===== config.mk =====
export PLATFORM = sky130hd
export DESIGN_NAME = psg_bus_write_port
export DESIGN_NICKNAME = d
export VERILOG_FILES = /design/src/rtl/psg_bus_write_port.sv
export SDC_FILE = /design/constraint.sdc
export NUM_CORES = 1
export LEC_CHECK = 0
export ABC_AREA = 1
export CAP_MARGIN = 25
export CORE_ASPECT_RATIO = 0.8
export CORE_MARGIN = 4
export CORE_UTILIZATION = 45
export CTS_BUF_LIST = sky130_fd_sc_hd__clkbuf_8
export CTS_CLUSTER_SIZE = 16
export DETAILED_ROUTE_END_ITERATION = 12
export GPL_ROUTABILITY_DRIVEN = 1
export GPL_TIMING_DRIVEN = 0
export PLACE_DENSITY_LB_ADDON = 0.08
export SLEW_MARGIN = 20
export SYNTH_ARGS = -nofsm -noshare
export SYNTH_HDL_FRONTEND = slang
export SYNTH_SLANG_ARGS = --single-unit

===== constraint.sdc =====
create_clock -name clk -period 2.4 [get_ports clk]
set_clock_uncertainty 0.05 [all_clocks]
set_input_delay 0.36 -clock clk [delete_from_list [all_inputs] [get_ports clk]]
set_output_delay 0.36 -clock clk [all_outputs]
set_load 0.02 [all_outputs]

===== src/rtl/psg_bus_write_port.sv =====
// rtl/psg_bus_write_port.sv - host bus write front-end for the SN76489-compatible PSG core
//
// Purpose: synchronises the asynchronous chip-style host bus (/WE, /CE) into
// the PSG clock domain, buffers host writes in a small FIFO and drains them to
// the control-register decoder one byte at a time, no closer together than
// WRITE_CYCLES clocks.
//
// Ports:
//   clk         PSG master clock
//   reset       asynchronous, active-high reset
//   bus_data    host data bus (bit 7 = latch/data flag, decoded downstream)
//   bus_we_n    host write enable, active low, asynchronous
//   bus_ce_n    host chip enable, active low, asynchronous
//   ready       high while the FIFO can accept a write
//   data_out    byte presented to the control-register decoder
//   data_valid  one-cycle strobe qualifying data_out
//   overflow    sticky: a write was dropped because the FIFO was full
//   fifo_level  number of buffered entries
module psg_bus_write_port #(
    parameter int SYNC_STAGES  = 2,
    parameter int WRITE_CYCLES = 32,
    parameter int FIFO_DEPTH   = 4
) (
    input  logic                          clk,
    input  logic                          reset,
    input  logic [7:0]                    bus_data,
    input  logic                          bus_we_n,
    input  logic                          bus_ce_n,
    output logic                          ready,
    output logic [7:0]                    data_out,
    output logic                          data_valid,
    output logic                          overflow,
    output logic [$clog2(FIFO_DEPTH):0]   fifo_level
);

    localparam int AW = $clog2(FIFO_DEPTH);
    localparam int LW = AW + 1;
    localparam int CW = $clog2(WRITE_CYCLES);

    localparam logic [LW-1:0] DEPTH_L   = LW'(FIFO_DEPTH);
    localparam logic [CW-1:0] CNT_LOAD  = CW'(WRITE_CYCLES - 1);

    localparam logic [0:0] IDLE = 1'b0;
    localparam logic [0:0] BUSY = 1'b1;

    logic                   sel_n;
    logic                   sel_s;
    logic                   sel_valid;
    logic                   strobe;
    logic                   pop;
    logic                   push;
    logic                   drop;
    logic                   full;

    logic [SYNC_STAGES-1:0] sync_q, sync_d;
    logic [SYNC_STAGES-1:0] warm_q, warm_d;
    logic                   sel_prev_q, sel_prev_d;
    logic                   armed_q, armed_d;
    logic [AW-1:0]          wr_ptr_q, wr_ptr_d;
    logic [AW-1:0]          rd_ptr_q, rd_ptr_d;
    logic [LW-1:0]          level_q, level_d;
    logic                   ready_q, ready_d;
    logic                   overflow_q, overflow_d;
    logic [7:0]             data_out_q, data_out_d;
    logic                   data_valid_q, data_valid_d;
    logic [0:0]             state_q, state_d;
    logic [CW-1:0]          cnt_q, cnt_d;
    logic [7:0]             mem_q [FIFO_DEPTH];

    assign sel_n = bus_we_n | bus_ce_n;
    assign sel_s = sync_q[SYNC_STAGES-1];
    // The synchroniser resets to 1, so its output is not a real bus sample
    // until the warm-up chain has filled; arming only on a real high keeps a
    // bus held low across reset release from looking like a falling edge.
    assign sel_valid = warm_q[SYNC_STAGES-1];
    assign strobe    = armed_q & sel_prev_q & ~sel_s;

    always_comb begin
        sync_d     = {sync_q[SYNC_STAGES-2:0], sel_n};
        warm_d     = {warm_q[SYNC_STAGES-2:0], 1'b1};
        sel_prev_d = sel_s;
        armed_d    = armed_q | (sel_valid & sel_s);

        full = (level_q == DEPTH_L);
        pop  = (state_q == IDLE) && (level_q != '0);
        // A full FIFO still accepts a push when the head is popped on the same edge.
        push = strobe && (!full || pop);
        drop = strobe && full && !pop;

        wr_ptr_d = push ? wr_ptr_q + AW'(1) : wr_ptr_q;
        rd_ptr_d = pop  ? rd_ptr_q + AW'(1) : rd_ptr_q;

        level_d = level_q;
        if (push && !pop) begin
            level_d = level_q + LW'(1);
        end else if (pop && !push) begin
            level_d = level_q - LW'(1);
        end

        ready_d    = (level_d < DEPTH_L);
        overflow_d = overflow_q | drop;

        state_d      = state_q;
        cnt_d        = cnt_q;
        data_out_d   = data_out_q;
        data_valid_d = 1'b0;
        case (state_q)
            IDLE: begin
                if (pop) begin
                    data_out_d   = mem_q[rd_ptr_q];
                    data_valid_d = 1'b1;
                    cnt_d        = CNT_LOAD;
                    state_d      = BUSY;
                end
            end
            default: begin
                // Leaving as the count reaches 0 lets the next IDLE pop land
                // exactly WRITE_CYCLES clocks after the previous one.
                cnt_d = cnt_q - CW'(1);
                if (cnt_q == CW'(1)) begin
                    state_d = IDLE;
                end
            end
        endcase
    end

    always_ff @(posedge clk or posedge reset) begin
        if (reset) begin
            sync_q       <= '1;
            warm_q       <= '0;
            sel_prev_q   <= 1'b1;
            armed_q      <= 1'b0;
            wr_ptr_q     <= '0;
            rd_ptr_q     <= '0;
            level_q      <= '0;
            ready_q      <= 1'b1;
            overflow_q   <= 1'b0;
            data_out_q   <= 8'h00;
            data_valid_q <= 1'b0;
            state_q      <= IDLE;
            cnt_q        <= '0;
            for (int i = 0; i < FIFO_DEPTH; i++) begin
                mem_q[i] <= 8'h00;
            end
        end else begin
            sync_q       <= sync_d;
            warm_q       <= warm_d;
            sel_prev_q   <= sel_prev_d;
            armed_q      <= armed_d;
            wr_ptr_q     <= wr_ptr_d;
            rd_ptr_q     <= rd_ptr_d;
            level_q      <= level_d;
            ready_q      <= ready_d;
            overflow_q   <= overflow_d;
            data_out_q   <= data_out_d;
            data_valid_q <= data_valid_d;
            state_q      <= state_d;
            cnt_q        <= cnt_d;
            if (push) begin
                mem_q[wr_ptr_q] <= bus_data;
            end
        end
    end

    assign ready      = ready_q;
    assign data_out   = data_out_q;
    assign data_valid = data_valid_q;
    assign overflow   = overflow_q;
    assign fifo_level = level_q;

endmodule


==> results of run 1 <==
-- state kept, by name, indices dropped and copies added, names as in the netlist, named ones only --
| register | cells |
|---|---|
| armed_q | 1 |
| cnt_q | 5 |
| data_out | 8 |
| data_valid | 1 |
| fifo_level | 2 |
| mem_q | 32 |
| overflow | 1 |
| rd_ptr_q | 2 |
| ready | 1 |
| sel_prev_q | 1 |
| state_q | 1 |
| sync_q | 2 |
| warm_q | 2 |
| wr_ptr_q | 2 |
-- cell usage in the layout, fill, tap and decap left out, types with 2 or more instances in the layout --
cell             netlist  layout
o21ai_0                8       8
buf_2                  6       6
nand2_8                4       4
dfrtp_1               58      58
nor2_2                 5       5
inv_2                  2       2
clkdlybuf4s50_1        0      25
nand2_1              194     194
a21oi_1                2       2
bufinv_16              0       2
dfstp_2                4       4
inv_1                 35      35
clkbuf_8               0      11
nor2_1                10      10
nand3_1               15      15
ha_1                  11      11
-- cells by family after synthesis --
| logic type | count (synthesis) | synth area share [%] |
|---|---|---|
| AO/OA/AOI/OAI | 15 | 2.92 |
| XOR/XNOR | 2 | 0.592 |
| adder cells (fa/ha/maj) | 11 | 4.65 |
| buffers and inverters | 45 | 6.21 |
| flip-flops | 62 | 52.6 |
| other | 1 | 0.127 |
| AND/OR/NAND/NOR | 231 | 32.9 |
-- power by group --
group	internal, W	switching [W]
combinational	0.000712	0.00112
sequential	0.00151	0.000260
clock	0.000632	0.000386
-- through the flow --
| stage | hold WS, ns | setup WS, ns |
|---|---|---|
| 2_1_floorplan | 0.281 | 0.455 |
| 3_3_place_gp | 0.283 | -0.730 |
| 3_5_place_dp | 0.293 | 0.283 |
| 4_1_cts | 0.275 | 0.268 |
| 5_1_grt | 0.281 | 0.0463 |
| 6_report | 0.288 | 0.275 |
-- final cells by class --
cell class,instances,area [um^2],area share [%]
clock inverters,4,71.3,2.00
multi-input cells,260,1220,34.3
plain buffers,6,30.0,0.843
clock buffers,11,151,4.25
well taps,84,105,2.95
repair buffers,26,270,7.59
flip-flops and latches,62,1560,43.7
inverters,39,156,4.39
-- final timing paths --
kind,start,endpoint,slack (ns),cells past startpoint
max,fifo_level[0]$_DFFE_PP0P_,fifo_level[1]$_DFFE_PP0P_,0.27,10
min,reset,mem_q[27]$_DFFE_PP0P_,0.29,2
max reg2reg,fifo_level[0]$_DFFE_PP0P_,fifo_level[1]$_DFFE_PP0P_,0.27,10
min reg2reg,warm_q[0]$_DFF_PP0_,warm_q[1]$_DFF_PP0_,0.30,0
max in group asynchronous,reset,ready$_DFF_PP1_,1.46,3
min in group clk,warm_q[0]$_DFF_PP0_,warm_q[1]$_DFF_PP0_,0.30,0
-- critical path, stage by stage (launching register included) --
cell,delay (ns)
dfrtp_1,0.40
inv_1,0.12
ha_1,0.23
inv_1,0.07
o21ai_0,0.25
buf_2,0.31
ha_1,0.29
nor2_1,0.06
nor2_1,0.11
nand2_1,0.06
o21ai_0,0.07
-- per-layer routing --
metal  track usage, %  wire [um]
met4             4.50         27
met2             26.7       2780
met3             6.77        387
met1             23.4       3040
met5                0          0
==> impl_results.md, run 1 <==
* Status: complete, no violations
* Pin count of the biggest net entering global routing at 42
* Syn Area/Cell at 8.07 um^2
* Power density over cell area at 1300 nW/um^2
* Placed cells at 477
* Port bufs at 25
* Worst skew pair latency at between 0.3 and 0.4 ns
* Async SR Flop Fraction at 100%
* Total detailed-routing wirelength at roughly 6200 um
* Library cells used by synthesis at 26
* Min Tclk post-route at ~2.1 ns
* Root Driver: clkbuf_8
* Dpl cell area at 3340 um^2
* Number of global-route vias before repair at 2,122
* Endpoint type of the worst setup path: flip-flop
* TNS Setup at 0 ns
* Final instance area at 3560 um^2
* Critical path type: flip-flop to flip-flop
* Util after Layout at 55.8%
* I/O Pins at 26
* Total power at 0.00462 W
* Num CTS Buffers at 9
* Fmax achieved at 0.471 GHz
* GRT Util Overall at 17.5%
* Mapped Area at 2960 um^2
* Tcrit/Tclk final at 88.6%
* Peak VDD IR at ~540 uV
* Initial antenna violation count at 0
* Most numerous cell in the Yosys netlist: nand2_1
* Final Wtd Congestion at roughly 0.78
* Detailed Route Iter0 Violations at 137
* DRC errors left at 0
* CTS Sinks at 62
* Post-Syn Nets at 390
* Initial core utilization at 46.4%
* Drt first pass iters at 4
* Post-synth top area share at 49.0%
* Max cap viols at 0
* Final setup vio count at 0
* Ant diodes at 0
* Final std cells w/o fill at about 500
* Setup crit start kind: flip-flop
* CTS clk-pin slew, worst paths at 0.07 ns
* Row cnt at 26
* #FFs+latches synth at between 60 and 70
* Worst hold path class: input pin to asynchronous set/reset pin
* Commonest cells in the netlist: 194 x nand2_1, 58 x dfrtp_1, 35 x inv_1
* DRT antenna net count at 0
* Area of the core at 6380 um^2
* DPL Wire Length at 4210 um
* Required @ worst endpoint at 2.60 ns
* CTS resizes at 0
* Cell taking the most area after synthesis: dfrtp_1
* CTS tree: built
* Die H at around 81 um
* Die area at 7950 um^2
* Endpoints failing hold at 0
* Vias per Instance at 4.60
* Htree depth at 3
* Sequential-to-total area share from yosys stat at 52.6%
* Fillcell total at 640
* Post-synth EDFFs at 0
* Via count at 2,262
* Wire per inst at 12.7 um
* Area growth syn-to-layout at 20.3%
* Ys flop type: dfrtp_1
* Final #Nets at 427
* Slew Viols, Final at 0
* Synthesized instance count at 367
* RSZ-0062 raised after global routing: false
* Crit-path max FO at 10
* First-pass GRT wire length at 10,400 um
* Chip width at slightly below 100 um
* Share of cells above drive strength 1 at 10.0%
* Setup Fix Bufs, Post-CTS at 0
* Leak Pwr at 1.87 nW
* GRT Residual Overflow at 0
* CTS Hold Buffers Added at 0
* Clock buffer depth at 2
* Area contributors post-synth: dfrtp_1 49%, nand2_1 25%, ha_1 4.6%, inv_1 4.4%, dfstp_2 3.6%
* Ys Warns at 0
* Critical path arrival at around 2.3 ns
(Power assumes the default switching activity.)
==> run 2: changes to the inputs <==
Settings changed: CORE_UTILIZATION 45 to 35, PLACE_DENSITY_LB_ADDON 0.08 to default.
==> run 2 against run 1 <==
  * Die area grew 26%
  * Non-clock buffer count is the same
  * Maximum frequency grew 1.4%
  * Combinational power is essentially flat
==> impl_results.md, run 2 (synthesized netlist as in run 1, its figures left out) <==
* Status: complete, no violations
* Post-route setup slack at slightly above 0.3 ns
* CTS Hold Buffers Added at 0
* Die H at 90.3 um
* Critical path arrival at 2.30 ns
* DRT antenna net count at 0
* Pin count of the biggest net entering global routing at 35
* Leak Pwr at 1.86 nW
* Hold slack at 0.303 ns
* Power density over cell area at ~1200 nW/um^2
* Largest Register: mem_q
* Worst hold path class: input pin to asynchronous set/reset pin
* Wire per inst at approximately 12 um
* DPL Wire Length at ~4300 um
* GRT Util Overall at a little over an eighth
* Crit-path max FO at 10
* Die area at ~10,000 um^2
* I/O Pins at 26
* Required @ worst endpoint at about 2.6 ns
* Drt first pass iters at 4
* Fmax achieved at 0.477 GHz
* Final #Nets at 427
* Htree depth at 3
* Total detailed-routing wirelength at 6190 um
* Worst skew pair latency at 0.34 ns
* Initial antenna violation count at 0
* Row cnt at 29
* Via count at 2,265
* CTS resizes at 0
* Chip width at 111 um
* Setup crit start kind: flip-flop
* Peak VDD IR at 383 uV
* Port bufs at 25
* Dpl cell area at 3370 um^2
* Sequential cell area at about 1600 um^2
* DRC errors left at 0
* Critical path type: flip-flop to flip-flop
* Endpoints failing hold at 0
* Clock buffer depth at 2
* Area of the core at 8090 um^2
* Max cap viols at 0
* CTS Sinks at 62
* Share of cells above drive strength 1 at 9.54%
* Endpoint type of the worst setup path: flip-flop
* Most common cell after layout, fill and taps aside: nand2_1
* Setup Fix Bufs, Post-CTS at 0
* Vias per Instance at about 4.4
* CTS clk-pin slew, worst paths at 0.07 ns
* Final Wtd Congestion at 0.793
* Fillcell total at 834
* Final instance area at 3520 um^2
* Root Driver: clkbuf_8
* Final setup vio count at 0
* Total power at 0.00436 W
* CTS tree: built
* Detailed Route Iter0 Violations at 142
* RSZ-0062 raised after global routing: false
* GRT Residual Overflow at 0
* Util after Layout at 43.5%
* Max FFs per register at 32
* Area growth syn-to-layout at 19.0%
* Num CTS Buffers at 9
* Tcrit/Tclk final at 87.3%
* Commonest cells after routing, fill and taps aside: 194 x nand2_1, 58 x dfrtp_1, 38 x inv_1
* Initial core utilization at 36.6%
* Min Tclk post-route at ~2.1 ns
* Multi-input gate area in the final layout at between 1000 and 1500 um^2
* Ant diodes at 0
* Number of global-route vias before repair at 2,151
* First-pass GRT wire length at ~11,000 um
* Slew Viols, Final at 0
* Dpl ws at 0.284 ns
==> run 2: per-layer routing <==
metal / wire (um) / GRT usage [%]
met1: 3210 / 19.1
met2: 2570 / 19.1
met3: 309 / 3.62
met4: 108 / 5.23
met5: 0 / 0
==> run 2: final cells by class <==
class	count	share of cell area, %
buffer	6	0.853
multi-input combinational	260	34.6
clock inverter	7	0.853
clock buffer	9	3.52
inverter	39	4.44
timing repair buffer	26	7.67
sequential	62	44.2
tap	108	3.84
==> run 2: final timing paths <==
path | endpoint | cells past startpoint | slack, ns | start
worst min-delay path | warm_q[0]$_DFF_PP0_ | 2 | 0.30 | reset
worst min register to register | warm_q[1]$_DFF_PP0_ | 0 | 0.30 | warm_q[0]$_DFF_PP0_
worst max-delay path | fifo_level[0]$_DFFE_PP0P_ | 10 | 0.30 | fifo_level[0]$_DFFE_PP0P_
max in group asynchronous | sel_prev_q$_DFF_PP1_ | 3 | 1.43 | reset
min in group clk | warm_q[1]$_DFF_PP0_ | 0 | 0.30 | warm_q[0]$_DFF_PP0_
worst max register to register | fifo_level[0]$_DFFE_PP0P_ | 10 | 0.30 | fifo_level[0]$_DFFE_PP0P_
==> run 2: worst max-delay path, cell delays in order, from the launching register on <==
cell and delay, ns:
dfrtp_1 0.39, inv_1 0.13, ha_1 0.24, inv_1 0.07
o21ai_0 0.29, buf_2 0.28, ha_1 0.26, nor2_1 0.06
nor2_1 0.12, nand2_1 0.06, o21ai_0 0.07
==> run 2: per-stage QoR <==
stage	setup TNS, ns	instances
3_5_place_dp	0	501
3_3_place_gp	-42.36	500
5_1_grt	0	517
4_1_cts	0	517
6_report	0	517
2_1_floorplan	0	367
==> run 2: report_power, final <==
part           internal (W)  switching [W]
combinational      0.000714        0.00115
clock              0.000354       0.000385
sequential          0.00151       0.000253
==> run 3: changes to the inputs <==
Settings changed: ABC_CLOCK_PERIOD_IN_PS from default to 1740.
Clock period 2.4 ns to 1.74 ns, I/O delays scaled along.
==> run 3 against run 2 <==
  * Global-route usage up 0.72 points
  * Total power is 42% higher
  * Cell count grew 0.97%
==> impl_results.md, run 3 (synthesized netlist as in run 1, its figures left out) <==
* TNS Setup at 0 ns
* Min Tclk post-route at 1.65 ns
* Worst hold path class: flip-flop to flip-flop
* Row cnt at 29
* Reg2reg start: fifo_level[1]$_DFFE_PP0P_
* Area growth syn-to-layout at 22.9%
* Chip width at about 110 um
* CP bufs+invs at 1
* Area of the core at 8090 um^2
* Final Wtd Congestion at about 0.8
* Status: complete, no violations
* Endpoint type of the worst setup path: primary output
* Num CTS Buffers at 9
* Fillcell total at roughly 800
* Critical path arrival at approximately 1.3 ns
* Initial antenna violation count at 0
* Slew Viols, Final at 0
* Hold Crit Depth at 0
* Net Sw Frac at about two fifths
* Initial core utilization at 36.6%
* RSZ-0062 raised after global routing: true
* P_int at 0.00368 W
* Max-slew headroom at 55.7%
* Die H at 90.3 um
* Drt first pass iters at 4
* GRT Util Overall at 14.0%
* GRT Residual Overflow at 0
* Clock buffer depth at 2
* Ant diodes at 0
* Final #Nets at 434
* Final setup vio count at 0
* Critical path type: flip-flop to primary output
* Worst path max stage delay at 0.62 ns
* Power density over cell area at 1700 nW/um^2
* Worst Reg-to-Reg Cells at 9
* Share of cells above drive strength 1 at 13.5%
* First-pass GRT wire length at 11,100 um
* Peak VDD IR at 500 uV
* CTS Sinks at 62
* Required @ worst endpoint at 1.43 ns
* Leak Pwr at 1.89 nW
* Die area at 10,000 um^2
* Crit Reg-Reg Endpoint: fifo_level[1]$_DFFE_PP0P_
* DRC errors left at 0
* Util after Layout at 45.0%
* Worst slew pin tran at 0.664 ns
* DRT antenna net count at 0
* Tcrit/Tclk final at 95.0%
* Number of global-route vias before repair at around 2,400
* Dpl cell area at 3380 um^2
* DPL Wire Length at 4300 um
* Reg2reg setup slack at 0.10 ns
* Most common cell after layout, fill and taps aside: nand2_1
* Crit-path max FO at 3
* Hold Path Origin: warm_q[0]$_DFF_PP0_
* Pin count of the biggest net entering global routing at 34
* Htree depth at 3
* Crit-path cells: clkdlybuf4s50_1
* Dpl ws at -0.177 ns
* Largest Register: mem_q
* Combinational power share at between 40% and 50%
* Fmax achieved at 0.605 GHz
* Max cap viols at 0
* Wire per inst at 12.5 um
* CTS tree: built
* I/O Pins at 26
* CTS Hold Buffers Added at 0
* Via count at 2,312
* Port bufs at 25
* Endpoints failing hold at 0
* Post-route setup slack at 0.0866 ns
* Crit-path leading delay family: buffers and inverters
* Worst skew pair latency at roughly 0.34 ns
* Clk pwr share at 16.9%
* Commonest cells after routing, fill and taps aside: 194 x nand2_1, 55 x dfrtp_1, 33 x inv_1
* Total detailed-routing wirelength at roughly 6500 um
* Seq pwr share at 39.9%
* Vias per Instance at around 4.4
* Sw power at 0.00251 W
* WHS Endpoint: warm_q[1]$_DFF_PP0_
* CP max stage cell: clkdlybuf4s50_1
* Final instance area at ~3600 um^2
* Detailed Route Iter0 Violations at between 70 and 80
* Root Driver: clkbuf_8
* Hold slack at between 0.3 and 0.4 ns
* Max FFs per register at 32
* Setup crit start kind: flip-flop
* CTS clk-pin slew, worst paths at 0.06 ns
==> run 3: cell count changes in the layout (fill, tap and decap cells not counted), moves of 2 or more <==
cell	previous run	this run
clkdlybuf4s50_1	25	23
buf_4	0	7
inv_1	38	33
o21ai_0	8	6
ha_4	0	2
dlygate4sd2_1	0	2
buf_6	0	2
buf_2	6	4
ha_1	11	9
dfrtp_1	58	55
dfrtp_2	0	3
==> run 3: layout make-up <==
cell class / instances / area (um^2) / share of cell area [%]
plain buffers: 6 / 42.5 / 1.17
clock buffers: 10 / 138 / 3.78
clock inverters: 4 / 17.5 / 0.482
inverters: 39 / 163 / 4.47
multi-input cells: 260 / 1260 / 34.7
flip-flops and latches: 62 / 1560 / 42.9
well taps: 108 / 135 / 3.72
repair buffers: 33 / 320 / 8.81
==> run 3: power groups by stage <==
stage | clock (W) | sequential (W) | combinational (W)
after floorplan | 0 | 0.00257 | 0.00169
after global placement | 0 | 0.00245 | 0.00254
after detailed placement | 0 | 0.00248 | 0.00259
after CTS | 0.00109 | 0.00245 | 0.00264
after global routing | 0.00117 | 0.00256 | 0.00306
final | 0.00104 | 0.00247 | 0.00268
==> run 3: how the worst max path moves through the flow <==
stage | slack, ns | cells after the start | startpoint | end
global route | -0.04 | 7 | sel_prev_q$_DFF_PP1_ | mem_q[11]$_DFFE_PP0P_
CTS | 0.01 | 10 | fifo_level[1]$_DFFE_PP0P_ | fifo_level[1]$_DFFE_PP0P_
floorplan | 0.02 | 10 | fifo_level[1]$_DFFE_PP0P_ | fifo_level[1]$_DFFE_PP0P_
global placement | -0.15 | 2 | reset | fifo_level[0]$_DFFE_PP0P_
finish | 0.09 | 1 | fifo_level[1]$_DFFE_PP0P_ | fifo_level[1]
detailed placement | -0.18 | 10 | fifo_level[1]$_DFFE_PP0P_ | fifo_level[1]$_DFFE_PP0P_
==> run 3: through the flow <==
step	power, W	std cells
after global placement	0.00500	500
after detailed placement	0.00507	501
final	0.00619	522
after floorplan	0.00426	367
after CTS	0.00618	517
after global routing	0.00678	522
==> run 3: metal layers <==
layer,wire length [um],GRT usage (%),up-vias
met5,0,0,-
met4,79,5.23,0
met3,315,4.76,4
met2,2960,22.7,45
met1,3160,17.4,1071
li1,-,-,1192
==> run 3: repair_timing <==
| item | in CTS | in global routing |
|---|---|---|
| endpoints found under the hold margin | 0 | 0 |
| buffers inserted | 2 | 5 |
| pin swaps | 0 | 4 |
| gates resized for setup | 6 | 9 |
| setup endpoints to repair | 6 | 29 |
